<file path="src/rtl/step_pulse_out_if.sv">
// Target handshake bundle for step_pulse_out: commanded position with valid/ready.
interface step_pulse_out_if #(
  parameter int unsigned POS_W = 32
);
  logic                    tgt_valid;
  logic                    tgt_ready;
  logic signed [POS_W-1:0] tgt_pos;

  modport master (output tgt_valid, output tgt_pos, input tgt_ready);
  modport slave  (input tgt_valid, input tgt_pos, output tgt_ready);
endinterface

</file>
<file path="src/rtl/step_pulse_out.sv">
// STEP/DIR pin driver: issues one timed STEP pulse per unit of position error toward the target.
// Optional STEP_POS_LIMIT_EN adds pos_min/pos_max target clamping with a limit_hit flag.
module step_pulse_out #(
  parameter int unsigned POS_W         = 32,
  parameter int unsigned STEP_HIGH_CYC = 4,
  parameter int unsigned STEP_LOW_CYC  = 4,
  parameter int unsigned DIR_SETUP_CYC = 2
) (
  input  logic                    clk,
  input  logic                    rst,
  step_pulse_out_if.slave         tgt,
  input  logic                    enable,
  output logic                    step,
  output logic                    dir,
  output logic signed [POS_W-1:0] cur_pos,
  output logic                    busy,
  output logic                    at_target
`ifdef STEP_POS_LIMIT_EN
  ,
  input  logic signed [POS_W-1:0] pos_min,
  input  logic signed [POS_W-1:0] pos_max,
  output logic                    limit_hit
`endif
);

  localparam int unsigned MAX_HL = (STEP_HIGH_CYC > STEP_LOW_CYC) ? STEP_HIGH_CYC : STEP_LOW_CYC;
  localparam int unsigned MAXC   = (MAX_HL > DIR_SETUP_CYC) ? MAX_HL : DIR_SETUP_CYC;
  localparam int unsigned CNT_W  = (MAXC > 1) ? $clog2(MAXC) : 1;

  localparam logic [CNT_W-1:0] HIGH_LOAD  = CNT_W'(STEP_HIGH_CYC - 1);
  localparam logic [CNT_W-1:0] LOW_LOAD   = CNT_W'(STEP_LOW_CYC - 1);
  localparam logic [CNT_W-1:0] SETUP_LOAD = CNT_W'(DIR_SETUP_CYC - 1);
  localparam logic [POS_W-1:0] ONE        = POS_W'(1);

  typedef enum logic [1:0] {IDLE, DIR_SETUP, STEP_HIGH, STEP_LOW} state_t;

  state_t                  state, state_nxt;
  logic [CNT_W-1:0]        cnt, cnt_nxt;
  logic                    step_nxt, dir_nxt;
  logic signed [POS_W-1:0] pos_nxt;
  logic signed [POS_W-1:0] tgt_reg, tgt_in;
  logic                    tgt_clamped;
  logic                    want_up;

`ifdef STEP_POS_LIMIT_EN
  // An inverted window collapses onto pos_min.
  always_comb begin
    tgt_in = tgt.tgt_pos;
    if (pos_min > pos_max)
      tgt_in = pos_min;
    else if (tgt.tgt_pos < pos_min)
      tgt_in = pos_min;
    else if (tgt.tgt_pos > pos_max)
      tgt_in = pos_max;
    tgt_clamped = (tgt_in != tgt.tgt_pos);
  end

  always_ff @(posedge clk) begin
    if (rst)
      limit_hit <= 1'b0;
    else if (tgt.tgt_valid)
      limit_hit <= tgt_clamped;
  end
`else
  always_comb begin
    tgt_in      = tgt.tgt_pos;
    tgt_clamped = 1'b0;
  end
`endif

  always_ff @(posedge clk) begin
    if (rst)
      tgt_reg <= '0;
    else if (tgt.tgt_valid)
      tgt_reg <= tgt_in;
  end

  always_ff @(posedge clk) begin
    if (rst) begin
      state   <= IDLE;
      cnt     <= '0;
      step    <= 1'b0;
      dir     <= 1'b0;
      cur_pos <= '0;
    end else begin
      state   <= state_nxt;
      cnt     <= cnt_nxt;
      step    <= step_nxt;
      dir     <= dir_nxt;
      cur_pos <= pos_nxt;
    end
  end

  assign want_up = (tgt_reg > cur_pos);

  // Next-state logic also carries the registered pin and position updates so each
  // pin edge lines up with its state transition.
  always_comb begin
    state_nxt = state;
    cnt_nxt   = cnt;
    step_nxt  = step;
    dir_nxt   = dir;
    pos_nxt   = cur_pos;
    unique case (state)
      IDLE: begin
        if (enable && (tgt_reg != cur_pos)) begin
          if (want_up != dir) begin
            dir_nxt   = want_up;
            cnt_nxt   = SETUP_LOAD;
            state_nxt = DIR_SETUP;
          end else begin
            step_nxt  = 1'b1;
            cnt_nxt   = HIGH_LOAD;
            state_nxt = STEP_HIGH;
          end
        end
      end
      DIR_SETUP: begin
        if (cnt == '0) begin
          step_nxt  = 1'b1;
          cnt_nxt   = HIGH_LOAD;
          state_nxt = STEP_HIGH;
        end else begin
          cnt_nxt = cnt - 1'b1;
        end
      end
      STEP_HIGH: begin
        if (cnt == '0) begin
          step_nxt  = 1'b0;
          pos_nxt   = dir ? (cur_pos + ONE) : (cur_pos - ONE);
          cnt_nxt   = LOW_LOAD;
          state_nxt = STEP_LOW;
        end else begin
          cnt_nxt = cnt - 1'b1;
        end
      end
      STEP_LOW: begin
        if (cnt == '0)
          state_nxt = IDLE;
        else
          cnt_nxt = cnt - 1'b1;
      end
      default: state_nxt = IDLE;
    endcase
  end

  always_comb begin
    tgt.tgt_ready = !rst;
    busy          = !rst && (state != IDLE);
    at_target     = !rst && (state == IDLE) && (cur_pos == tgt_reg);
  end

endmodule

</file>
<file path="src/flat_wrapper.sv">
// flat-port wrapper written by rule: the top's interface ports become plain ports
module step_pulse_out_flat 
#(
  parameter int unsigned POS_W         = 32,
  parameter int unsigned STEP_HIGH_CYC = 4,
  parameter int unsigned STEP_LOW_CYC  = 4,
  parameter int unsigned DIR_SETUP_CYC = 2
)
  (clk, rst, enable, step, dir, cur_pos, busy, at_target, tgt_tgt_valid, tgt_tgt_pos, tgt_tgt_ready);
  step_pulse_out_if #(.POS_W(POS_W)) tgt_i ();
  input  logic clk;
  input  logic rst;
  input  logic enable;
  output logic step;
  output logic dir;
  output logic signed [POS_W-1:0] cur_pos;
  output logic busy;
  output logic at_target;
  input wire logic [$bits(tgt_i.tgt_valid)-1:0] tgt_tgt_valid;
  input wire logic [$bits(tgt_i.tgt_pos)-1:0] tgt_tgt_pos;
  output wire logic [$bits(tgt_i.tgt_ready)-1:0] tgt_tgt_ready;
  assign tgt_i.tgt_valid = tgt_tgt_valid;
  assign tgt_i.tgt_pos = tgt_tgt_pos;
  assign tgt_tgt_ready = tgt_i.tgt_ready;
  step_pulse_out #(.POS_W(POS_W), .STEP_HIGH_CYC(STEP_HIGH_CYC), .STEP_LOW_CYC(STEP_LOW_CYC), .DIR_SETUP_CYC(DIR_SETUP_CYC)) u_core (.clk(clk), .rst(rst), .tgt(tgt_i), .enable(enable), .step(step), .dir(dir), .cur_pos(cur_pos), .busy(busy), .at_target(at_target));
endmodule
</file>
<file path="config.mk">
export PLATFORM = sky130hd
export DESIGN_NAME = step_pulse_out_flat
export DESIGN_NICKNAME = d
export VERILOG_FILES = /design/src/rtl/step_pulse_out_if.sv /design/src/rtl/step_pulse_out.sv /design/src/flat_wrapper.sv
export SDC_FILE = /design/constraint.sdc
export NUM_CORES = 1
export LEC_CHECK = 0
export ABC_AREA = 1
export BUFFER_PORTS_ARGS = -buffer_cell sky130_fd_sc_hd__buf_2
export CAP_MARGIN = 10
export CORE_AREA = 2 2 120 122
export DETAILED_ROUTE_END_ITERATION = 16
export DIE_AREA = 0 0 122 124
export PLACE_DENSITY = 0.58
export SLEW_MARGIN = 0
export SYNTH_ARGS = -nofsm -noshare
export SYNTH_HDL_FRONTEND = slang
export SYNTH_SLANG_ARGS = --single-unit
</file>
<file path="constraint.sdc">
create_clock -name clk -period 3.4 [get_ports clk]
set_input_delay 0.17 -clock clk [delete_from_list [all_inputs] [get_ports clk]]
set_output_delay 0.17 -clock clk [all_outputs]
set_load 0.03 [all_outputs]
</file>
==> impl_metrics.json <==
{
  "run_status": "complete, no violations",
  "clockBufferDepth": 2,
  "layout_common_cells": "inv_1, nor2_1, nand2_1",
  "worstPathArrival_ns": 2.85,
  "r2r_end": "u_core.cur_pos[19]",
  "rsz0062_at_grt": "false",
  "worst_slew_pin_slew_ns": 1.053,
  "maxSlewViolCount": 0,
  "final_common_cell": "inv_1",
  "fp.dieW_microns": 122,
  "fin_crit_sh_pct": 77.05,
  "hold_buffers": 0,
  "yosys_warnings": 0,
  "wl_microns": 14580,
  "hold_viol": 0,
  "dr.pass1.iters": 5,
  "maxCapViolations": 0,
  "num_rows": 43,
  "clk_pin_slew_ns": 0.06,
  "synth-seq-cells": 70,
  "ir_worst_vdd_mv": 0.4278,
  "rrSetupSlack_ns": 0.78,
  "die_h_microns": 124,
  "via_count": 5237,
  "hpwl_microns": 11510,
  "r2r-start": "u_core.dir",
  "cp_max_fo": 35,
  "worst-r2r-cell-count": 13,
  "whs_ns": 0.04567,
  "grt_usage_pct": 20.40,
  "numCtsBuffers": 9,
  "io_pins": 73,
  "drive_gt1_share_pct": 13.26,
  "cts_resized": 0,
  "grt-ovfl-total": 0,
  "pwr_density_cell_nw_per_um2": 1150,
  "synth_edf_count": 0,
  "hold_class": "input pin to register",
  "nets": 977,
  "synthCells": 804,
  "syn_nets": 909,
  "io_buffers": 72,
  "clk_latency_ns": 0.35,
  "cts_root_buffer": "clkbuf_16",
  "ys_seq_area_share_pct": 25.79,
  "place_area_sq_um": 5979,
  "antenna_found_initial": 0,
  "async_flop_share_pct": 0,
  "postCtsSetupRepairBufs": 0,
  "postLayoutCellArea_sq_um": 6270,
  "grt_pass1_vias": 5002,
  "syn_area_sq_um": 5434,
  "start_util_pct": 39.61,
  "finalSetupTns_ns": 0,
  "drt.antenna.violating_nets": 0,
  "vias_per_cell": 4.964,
  "fill_cells": 1462,
  "setup_viol": 0,
  "leakagePower_nw": 3.387,
  "cts_tree": "built",
  "drtIter0Drc": 276,
  "grt_pass1_wl_microns": 24220,
  "dieArea_sq_um": 15130,
  "placeableCoreArea_sq_um": 13720,
  "startpoint_type": "register",
  "min_from": "tgt_tgt_pos[28]",
  "criticalPathCategory": "register to register",
  "grt_max_degree": 36,
  "ys.flop_type": "dfxtp_1",
  "synth_cell_types": 42,
  "fmax_ghz": 0.3817,
  "drcViolationCount": 0,
  "place.gp.congestion": 0.9038,
  "min_period_ns": 2.620,
  "whs_endpoint": "u_core.tgt_reg[28]",
  "wl_per_cell_microns": 13.82,
  "cp.required_ns": 3.63,
  "syn_to_final_growth_pct": 15.38,
  "htreeDepth": 3,
  "slew_headroom_pct": 29.72,
  "critPathCaptureType": "register",
  "syn_area_per_cell_sq_um": 6.759,
  "worstHoldPathCells": 3,
  "diodes": 0,
  "skew_ns": 0.008540,
  "clkSinkCount": 70
}
[report_power, final]
part	switching, W	internal, W
sequential	0.000159	0.000994
combinational	0.00336	0.00174
clock	0.000354	0.000600
total	0.00388	0.00334
[worst max-delay path by stage]
stage,from,cells after the start,slack (ns),end
2_1_floorplan,u_core.dir,11,0.62,u_core.cur_pos[17]
3_3_place_gp,u_core.dir,13,0.80,u_core.cur_pos[19]
3_5_place_dp,u_core.dir,13,0.84,u_core.cur_pos[19]
4_1_cts,u_core.dir,13,0.81,u_core.cur_pos[19]
5_1_grt,u_core.dir,13,0.61,u_core.cur_pos[22]
6_report,u_core.dir,13,0.78,u_core.cur_pos[19]
[critical path: stages, from the launching register on]
cell and delay (ns):
dfxtp_1 0.40, inv_1 0.10, buf_12 0.18, ha_1 0.37, a21oi_1 0.21, inv_1 0.06
a21oi_1 0.22, a21boi_0 0.25, nand2_2 0.14, nand2_1 0.14, nand2_1 0.09, xor2_1 0.15
o21ai_1 0.12, inv_1 0.05
[metal layers]
layer / up-vias / part of all wire (%) / global-route usage [%]
met5: - / 0 / 0
met4: 0 / 1.4 / 4.382
met3: 18 / 5.5 / 4.853
met2: 132 / 45 / 34.15
met1: 2308 / 48 / 26.75
li1: 2779 / - / -
[kinds of logic after synthesis]
group / synth area share, %
XOR/XNOR: 3.385
AO/OA/AOI/OAI: 22.15
buffers and inverters: 10.57
adder cells (fa/ha/maj): 16.03
flip-flops: 25.79
AND/OR/NAND/NOR: 22.08
[cells in the mapped netlist, types with 7 or more instances]
cell type,count,share of area [%]
o21ai_1,9,0.83
nand3_1,22,2.0
ha_1,68,16
nor2_1,117,8.1
clkbuf_1,14,0.97
xnor2_1,7,1.1
dfxtp_1,70,26
nand4_1,12,1.4
o21ai_0,74,6.8
a31oi_1,8,0.92
a21oi_1,79,7.3
nand2_1,115,7.9
a21o_1,8,1.1
inv_1,128,8.8
xor2_1,14,2.3
[cell type report]
type / count / area [sq um] / area share, %
Tap cell: 180 / 225.2 / 3.592
Timing Repair Buffer: 76 / 402.9 / 6.426
Clock buffer: 13 / 260.3 / 4.151
Sequential cell: 70 / 1401 / 22.35
Inverter: 131 / 491.7 / 7.843
Clock inverter: 1 / 30.03 / 0.4789
Multi-Input combinational cell: 584 / 3458 / 55.16
[through the flow]
step	util, %	worst slack, ns	total power (W)	instances
final	45.70	0.7802	0.007213	1055
after floorplan	-	0.6186	0.005034	804
after global placement	43.58	0.8046	0.006231	1041
after CTS	45.70	0.8093	0.007216	1055
after detailed placement	43.58	0.8392	0.006217	1041
after global routing	45.70	0.6052	0.007926	1055
Power figures use the tool's default switching activity.
